--- src/rtl/alarm_timer.sv ---
// Elapsed-time alarm: arm/cancel over a req/ack handshake, tick-driven countdown,
// one-cycle ring on expiry and a pending-signal flag held until the process takes it.
module alarm_timer #(
  parameter int MSB = 3
) (
  input  logic         clock,
  input  logic         resetN,
  input  logic         tick,
  input  logic         req,
  input  logic [MSB:0] reqValue,
  output logic         ack,
  output logic [MSB:0] prevValue,
  output logic [MSB:0] timeToAlarm,
  output logic         ring,
  output logic         sigPending,
  input  logic         sigAck,
  output logic         sigOverrun
);

  localparam int W = MSB + 1;

  typedef enum logic [1:0] {
    IDLE    = 2'd0,
    ARMED   = 2'd1,
    EXPIRED = 2'd2
  } state_t;

  state_t       state_q, state_d;
  logic         ack_q;
  logic [MSB:0] time_q, time_d;
  logic [MSB:0] prev_q, prev_d;
  logic         pend_q, pend_d;
  logic         ovr_q, ovr_d;
  logic         accept;
  logic         expire;

  // A request held across its own ack is ignored, so every accept costs two cycles.
  assign accept = req & ~ack_q;
  // An accept in the same cycle swallows the tick, so it can never cause an expiry.
  assign expire = ~accept & tick & (time_q == W'(1));

  always_ff @(posedge clock or negedge resetN) begin
    if (!resetN) begin
      state_q <= IDLE;
    end else begin
      state_q <= state_d;
    end
  end

  always_comb begin
    state_d = state_q;
    if (accept) begin
      state_d = (reqValue != '0) ? ARMED : IDLE;
    end else begin
      case (state_q)
        IDLE:    state_d = IDLE;
        ARMED:   state_d = expire ? EXPIRED : ARMED;
        EXPIRED: state_d = IDLE;
        default: state_d = IDLE;
      endcase
    end
  end

  always_comb begin
    ring        = (state_q == EXPIRED);
    ack         = ack_q;
    prevValue   = prev_q;
    timeToAlarm = time_q;
    sigPending  = pend_q;
    sigOverrun  = ovr_q;
  end

  always_comb begin
    time_d = time_q;
    prev_d = prev_q;
    if (accept) begin
      time_d = reqValue;
      prev_d = time_q;
    end else if (tick && (time_q != '0)) begin
      time_d = time_q - W'(1);
    end
  end

  // sigAck retires the old signal even when a new expiry lands in the same cycle.
  always_comb begin
    pend_d = pend_q;
    ovr_d  = ovr_q;
    if (sigAck) begin
      pend_d = 1'b0;
      ovr_d  = 1'b0;
    end
    if (expire) begin
      pend_d = 1'b1;
      if (pend_q && !sigAck) begin
        ovr_d = 1'b1;
      end
    end
  end

  always_ff @(posedge clock or negedge resetN) begin
    if (!resetN) begin
      ack_q  <= 1'b0;
      time_q <= '0;
      prev_q <= '0;
      pend_q <= 1'b0;
      ovr_q  <= 1'b0;
    end else begin
      ack_q  <= accept;
      time_q <= time_d;
      prev_q <= prev_d;
      pend_q <= pend_d;
      ovr_q  <= ovr_d;
    end
  end

endmodule

--- config.mk ---
export PLATFORM = sky130hd
export DESIGN_NAME = alarm_timer
export DESIGN_NICKNAME = d
export VERILOG_FILES = /design/src/rtl/alarm_timer.sv
export SDC_FILE = /design/constraint.sdc
export NUM_CORES = 1
export LEC_CHECK = 0
export ABC_AREA = 1
export ABC_CLOCK_PERIOD_IN_PS = 3500
export CORE_MARGIN = 4
export CORE_UTILIZATION = 45
export DETAILED_ROUTE_END_ITERATION = 12
export PLACE_DENSITY = 0.74
export RECOVER_POWER = 100
export SYNTH_ARGS = -nofsm -noshare
export SYNTH_HDL_FRONTEND = slang
export SYNTH_SLANG_ARGS = --single-unit
--- constraint.sdc ---
create_clock -name clock -period 3.5 [get_ports clock]
set_input_delay 0.7 -clock clock [delete_from_list [all_inputs] [get_ports clock]]
set_output_delay 0.7 -clock clock [all_outputs]
set_load 0.01 [all_outputs]
# After elaboration in Yosys (flattened, before gate mapping)
# Index checks and enable logic that the tools add are counted.
# totals
ff_bits	13
output_inout_bits	12
# classes
bitwise_logic	5
n_addsub	1
n_eq_ne	3
reduce_logical	7
n_mux	11
# op_table
op	n
4-bit two-way mux	2
4-bit nonzero test	2
1-bit two-way mux	6
2-bit two-way mux	3
4-bit by 1-bit equality test with 1-bit output (second input constant)	1
2-bit nonzero test	2
4-bit by 1-bit subtractor with 4-bit output (second input constant)	1
1-bit bitwise AND	3
2-bit by 1-bit equality test with 1-bit output (second input constant)	1
2-bit equality test (second input constant)	1
1-bit logical AND	2
1-bit inverter	2
1-bit zero test	1

# Longest topological paths before layout
# Gate-level depths: netlist of run 1.
# logic_depth
word_depth	8
ltp_mapped	7
depth_no_buf	7

# Worst setup path before layout of run 1
# No wires, ideal clock.
# synth_path
path_kind	reg-to-output
from	register state_q[0]
to	output ring
arrival_ns	0.533
required_time_ns	2.800
stages_incl_launch_ff	2
n_path_buf	0
slack_ns	2.267
cell_sequence	dfrtp_1 nor2_1
# synth_between
elab_chain_len	1
# synth_lines
element	line_no	text
from (decl)	28	state_t state_q, state_d;
from (signal assigned)	46	state_q <= state_d;
2-bit equality test	65	ring = (state_q == EXPIRED);
to (decl)	14	output logic ring,
# No other way between the ends.

# Worst setup path after layout of run 1
# layout_path
from	register time_q[2] (netlist: timeToAlarm[2])
to	output timeToAlarm[2]
# layout_lines
element	line_no	text
from (decl)	30	logic [MSB:0] time_q, time_d;
from (signal assigned)	109	time_q <= time_d;
to (decl)	13	output logic [MSB:0] timeToAlarm,
# No word-level cell between the ends.

==> summary.txt, run 1 <==
Synthesis
  • Yosys reg bits: 13
  • Area contributors post-synth: dfrtp_1 47%, nand2_1 15%, inv_1 5.9%, ha_1 5.4%, nand2_4 4.9%
  • Count of flip-flops with a built-in enable after synthesis: 0
  • Top cells by count, synth: 27 x nand2_1, 13 x dfrtp_1, 11 x inv_1
  • Synthesized Nets: 97
  • Netlist Area Pre-Place: 694 um^2
  • Area leader, netlist: dfrtp_1
  • Post-synth top area share: 0.468
  • Count of cell types in the netlist: 16
  • Post-Syn Instances: 85
  • Sequential fraction of the synthesis area: 0.468
  • Avg Inst Size Synth: 8.17 um^2
  • Async SR Flop Fraction: 1.00
  • Cell with the most instances after synthesis: nand2_1
  • Top FF cell, synth: dfrtp_1
  • Yosys Warn Count: 0

Drt
  • Final wirelength: 1.37 mm
  • Drt via density: 4.83
  • Antenna-violating nets left: 0
  • TritonRoute pass-1 iters: 2
  • Initial DRC count: 3
  • WL/cell: 11.1 um
  • DRC: 0
  • Via Count: 594

Timing
  • Worst Slack Setup Final: 1.41 ns
  • RSZ-0062 raised after global routing: no
  • Final slew viol count: 0
  • Fin Hold WS: 0.482 ns
  • Final Skew: 0.00616 ns
  • Minimum clock period: around 2.1 ns
  • Final critical-path share of the clock period: 0.597
  • # setup viols final: 0
  • Setup TNS: 0 ns
  • Highest Clock Rate: 479 MHz
  • Hold violation count in the final report: 0
  • Worst slew margin: 0.602
  • Worst-Margin Slew: approximately 0.60 ns

Global routing
  • First-pass GRT wire length: 2.21 mm
  • Initial antenna violation count: 0
  • GR Overflow Total: 0
  • Largest net degree at the start of global routing: 20
  • Vias in the first global route: 547
  • Total track usage: 0.144

Worst setup path
  • Data required time of the worst path: 2.80 ns
  • Critical Path Max Stage Delay: about 0.65 ns
  • Worst-path cell chain: dlygate4sd3_1
  • Critical Path Start: timeToAlarm[2]$_DFFE_PN0P_
  • CP Buf/Inv Count: 1
  • Crit path max-delay family: buffers and inverters
  • Maximum fanout along the worst path: 7
  • CP endpoint kind: primary output
  • Flop2flop setup slack: 2.07 ns
  • RR Startpoint: ack$_DFF_PN0_
  • Critical path type: reg -> out
  • Critical path arrival: between 1 and 1.5 ns
  • Startpoint Class: flip-flop
  • Crit-path slowest cell: dlygate4sd3_1

Clock tree
  • Post-cts sizing count: 0
  • Clock Tree Buf Depth: 2
  • Worst-path clk slew: roughly 0.080 ns
  • Inserted Clock Buffers: 3
  • # hold bufs at CTS: 0
  • CTS root buffer: clkbuf_4
  • Sink Count: 13
  • Setup repair bufs after CTS: 0
  • Clk Latency, worst-skew pair: 0.27 ns
  • H-tree depth: 1
  • Clock tree from TritonCTS: done

Die
  • Starting Density: 0.502
  • Die H: 47.3 um
  • Core area: 1380 um^2
  • FP Rows: 13
  • Die Width: 47.3 um
  • Die footprint: 2240 um^2
  • # IOs: 21

Finish
  • Filler Cell Count: 124
  • Share of layout cells above drive strength 1: 0.0648
  • Final net count: 121
  • Final Cell Area: 907 um^2
  • Ant. Diodes: 0
  • Area grow syn2layout: 30.6%

Hold path
  • Hold path start: prevValue[2]$_DFFE_PN0P_
  • Worst hold path type: reg -> reg

Place
  • GP Congestion: 0.694
  • Post-DP HPWL: approximately 1.1 mm
  • Number of port buffers: 20
  • Area of placed instances: around 900 um^2
  • Pre-CTS WS: 1.73 ns

Power and ir drop
  • Leakage: around 0.48 nW
  • Pwr/cell area: 642 nW/um^2
  • Peak supply drop: 0.373 mV

Run status
  • Status: finished clean

Flow run
  • Max cap viols: 0
## cell type report
cell class | instances | area, um^2 | share of cell area
Timing Repair Buffer | 20 | 200 | 0.221
Sequential cell | 13 | 325 | 0.359
Multi-Input combinational cell | 59 | 292 | 0.321
Clock buffer | 4 | 26.3 | 0.0290
Inverter | 12 | 45.0 | 0.0497
Tap cell | 15 | 18.8 | 0.0207
## final timing paths
check,end,cells after the start
worst max register to register,sigOverrun$_DFF_PN0_,4
worst max-delay path,timeToAlarm[2],1
worst min-delay path,prevValue[2]$_DFFE_PN0P_,2
worst min register to register,prevValue[2]$_DFFE_PN0P_,2
max in group asynchronous,sigOverrun$_DFF_PN0_,1
min in group asynchronous,prevValue[0]$_DFFE_PN0P_,1
## where the power goes
part | leakage, nW | total (mW) | switching [mW] | internal (mW)
clock network | 0.0150 | 0.0901 | 0.0460 | 0.0440
logic | 0.304 | 0.262 | 0.142 | 0.120
registers | 0.165 | 0.230 | 0.0367 | 0.193
total | 0.484 | 0.583 | 0.225 | 0.358
## cell families (layout without fill, tap and decap cells)
logic type | after synthesis | in the layout | synth area share
adders and majority gates | 3 | 3 | 0.0541
buffers and inverters | 13 | 36 | 0.0811
AOI/OAI and AO/OA | 9 | 9 | 0.0757
DFF | 13 | 13 | 0.468
and+or+nand+nor | 47 | 47 | 0.321
## stage by stage
stage	instances	utilization	power [mW]
2_1_floorplan	85	-	0.400
3_3_place_gp	119	0.652	0.520
3_5_place_dp	119	0.652	0.529
4_1_cts	123	0.671	0.622
5_1_grt	123	0.656	0.635
6_report	123	0.656	0.583
## flip-flops by register name, summed over array words and instances (netlist names)
register / count
state_q: 2
ack: 1
timeToAlarm: 4
prevValue: 4
sigPending: 1
sigOverrun: 1
## placed cells by master (no fill, tap or decap), types with 2 or more instances in the layout
cell type	count
clkbuf_4	3
nor2_1	7
nand3_1	6
inv_1	12
nand2_4	2
clkdlybuf4s50_1	6
nand2_1	28
dlygate4sd3_1	14
o21ai_0	9
dfrtp_1	13
ha_1	3
## metal layers
layer  track usage  routed length (um)
met4        0.0994                  26
met2         0.233                 639
met3        0.0230                  70
met5             0                   0
met1         0.172                 634
Power figures use the tool's default switching activity.
==> run 2, diff against run 1 <==
ABC_CLOCK_PERIOD_IN_PS = 1800   (was 3500)
CORE_UTILIZATION = 40   (was 45)
PLACE_DENSITY = 0.7   (was 0.74)
clock period = 1.8 ns   (was 3.5 ns; I/O delays follow)
==> run 2 against run 1 <==
  * Setup slack worse by 1.3 ns
  * Utilization down 8.0 points
  * Non-clock buffer count did not move
  * Critical path depth is the same
  * Clock-buffer cell count unchanged
  * Clock power is 98% higher
  * First-iteration DRC count grew to 2.7 times the previous value
  * Via count is 2.2% lower
  * Clock skew decreased by 0.0039 ns
  * Total power is 94% higher
  * Sequential cell count is the same
  * Cell count is 0.81% higher
==> summary.txt, run 2 (same netlist as run 1, synthesis figures left out) <==
Worst setup path
  • Startpoint Class: flip-flop (unchanged)
  • CP Buf/Inv Count: 1 (unchanged)
  • Data required time of the worst path: 1.44 ns (was 2.80 ns)
  • Maximum fanout along the worst path: 7 (unchanged)
  • Crit-path slowest cell: clkdlybuf4s50_1 (was dlygate4sd3_1)
  • Critical path type: reg -> out (unchanged)
  • Critical path arrival: 1.32 ns (was 1.39 ns)
  • Worst-path cell chain: clkdlybuf4s50_1 (was dlygate4sd3_1)
  • CP endpoint kind: primary output (unchanged)
  • Crit path max-delay family: buffers and inverters (unchanged)
  • Critical Path Max Stage Delay: 0.58 ns (was 0.65 ns)

Clock tree
  • Post-cts sizing count: 0 (unchanged)
  • Inserted Clock Buffers: 3 (unchanged)
  • Setup repair bufs after CTS: 0 (unchanged)
  • Worst-path clk slew: 0.08 ns (about the same)
  • Clk Latency, worst-skew pair: 0.27 ns (about the same)
  • CTS root buffer: clkbuf_4 (unchanged)
  • H-tree depth: 1 (unchanged)
  • # hold bufs at CTS: 0 (unchanged)
  • Clock tree from TritonCTS: done (unchanged)
  • Sink Count: 13 (unchanged)
  • Clock Tree Buf Depth: 2 (unchanged)

Flow run
  • Max cap viols: 0 (unchanged)

Finish
  • Area grow syn2layout: 30.8% (was 30.6%)
  • Commonest non-fill, non-tap cell in the layout: nand2_1 (unchanged)
  • Share of layout cells above drive strength 1: 0.0648 (unchanged)
  • Ant. Diodes: 0 (unchanged)
  • Final net count: 121 (unchanged)
  • Commonest cells after routing, fill and taps aside: 28 x nand2_1, 13 x dfrtp_1, 12 x inv_1, 12 x dlygate4sd3_1 (was 28 x nand2_1, 14 x dlygate4sd3_1, 13 x dfrtp_1)
  • Final Non-Filler Cells: 124 (was 123)

Timing
  • Highest Clock Rate: 595 MHz
  • Worst-Margin Slew: 0.590 ns (was 0.595 ns)
  • Setup TNS: 0 ns (unchanged)
  • Minimum clock period: 1.68 ns
  • Worst slew margin: 0.605 (was 0.602)
  • Final critical-path share of the clock period: 0.933
  • Final Skew: 0.00221 ns (was 0.00616 ns)
  • Hold violation count in the final report: 0 (unchanged)
  • Final slew viol count: 0 (unchanged)
  • RSZ-0062 raised after global routing: no (unchanged)
  • # setup viols final: 0 (unchanged)

Die
  • FP Rows: 14 (was 13)
  • Die Width: 49.7 um (was 47.3 um)
  • Core area: 1580 um^2 (was 1380 um^2)
  • Die footprint: 2470 um^2 (was 2240 um^2)
  • Starting Density: 0.440 (was 0.502)
  • # IOs: 21 (unchanged)
  • Die H: 49.7 um (was 47.3 um)

Place
  • GP Congestion: 0.852 (was 0.694)
  • Number of port buffers: 20 (unchanged)
  • Post-DP HPWL: 1.06 mm (about the same)
  • Placed cell count: 120 (was 119)

Power and ir drop
  • Leakage: 0.478 nW (was 0.484 nW)
  • Pwr/cell area: 1240 nW/um^2 (was 642 nW/um^2)
  • Peak supply drop: 0.651 mV (was 0.373 mV)

Drt
  • DRT met1 WL: 614 um (was 634 um)
  • DRC: 0 (unchanged)
  • Via Count: 581 (was 594)
  • DR WL met3: 78 um (was 70 um)
  • WL/cell: 10.6 um (was 11.1 um)
  • Top layer in use: met3 (was met4)
  • Initial DRC count: 8 (was 3)
  • TritonRoute pass-1 iters: 4 (was 2)
  • Final wirelength: 1.32 mm (was 1.37 mm)
  • Antenna-violating nets left: 0 (unchanged)
  • Wire length on met2: 626 um (was 639 um)
  • Drt via density: 4.69 (was 4.83)

Global routing
  • GR Overflow Total: 0 (unchanged)
  • Largest net degree at the start of global routing: 20 (unchanged)
  • Initial antenna violation count: 0 (unchanged)
  • Vias in the first global route: 580 (was 547)
  • First-pass GRT wire length: 2.48 mm (was 2.21 mm)
  • Total track usage: 0.130 (was 0.144)

Run status
  • Status: finished clean (unchanged)

Hold path
  • Worst hold path type: reg -> reg (unchanged)
-- run 2: cell types whose count changed in the layout (fill, tap and decap cells not counted), sizes merged --
cell	delta
clkdlybuf4s50	+2
dlygate4sd3	-2
-- run 2: final timing paths --
check / from / endpoint / slack [ns] / cells after the start
worst min register to register: prevValue[0]$_DFFE_PN0P_ / prevValue[0]$_DFFE_PN0P_ / 0.48 / 2
min in group asynchronous: resetN / prevValue[3]$_DFFE_PN0P_ / 0.53 / 1
worst max register to register: ack$_DFF_PN0_ / timeToAlarm[2]$_DFFE_PN0P_ / 0.44 / 7
max in group asynchronous: resetN / timeToAlarm[2]$_DFFE_PN0P_ / 0.89 / 1
worst max-delay path: timeToAlarm[2]$_DFFE_PN0P_ / timeToAlarm[2] / 0.12 / 1
worst min-delay path: prevValue[0]$_DFFE_PN0P_ / prevValue[0]$_DFFE_PN0P_ / 0.48 / 2
-- run 2: worst min-delay path: cells and delay by family, from the launching register on --
family	cells	cell delay (ns)
and+or+nand+nor	1	0.05
AOI/OAI and AO/OA	1	0.06
DFF	1	0.34
-- run 2: metrics by stage --
stage | total power, mW | setup WS (ns) | cell area, um^2 | utilization | hold WS (ns)
after global routing | 1.24 | 0.0328 | 908 | 0.576 | 0.511
after detailed placement | 1.02 | 0.368 | 903 | 0.573 | 0.474
final | 1.13 | 0.121 | 908 | 0.576 | 0.481
after global placement | 1.01 | 0.379 | 903 | 0.573 | 0.472
after floorplan | 0.777 | 0.579 | 694 | - | 0.0644
after CTS | 1.21 | 0.106 | 930 | 0.590 | 0.477
-- run 2: where the power goes --
| group | leakage, nW | switching, mW | internal [mW] |
|---|---|---|---|
| logic | 0.299 | 0.273 | 0.238 |
| registers | 0.165 | 0.0661 | 0.376 |
| clock network | 0.0150 | 0.0921 | 0.0857 |
-- run 2: layer usage --
metal,GRT usage,vias to the layer above
met1,0.159,254
met5,0,-
met2,0.196,15
met3,0.0392,0
li1,-,312
met4,0.0876,0
-- run 2: layout make-up --
cell class / count / area, um^2
tap: 16 / 20.0
clock buffer: 4 / 26.3
multi-input combinational: 59 / 292
inverter: 12 / 45.0
timing repair buffer: 20 / 200
sequential: 13 / 325
fill: 156 / 668
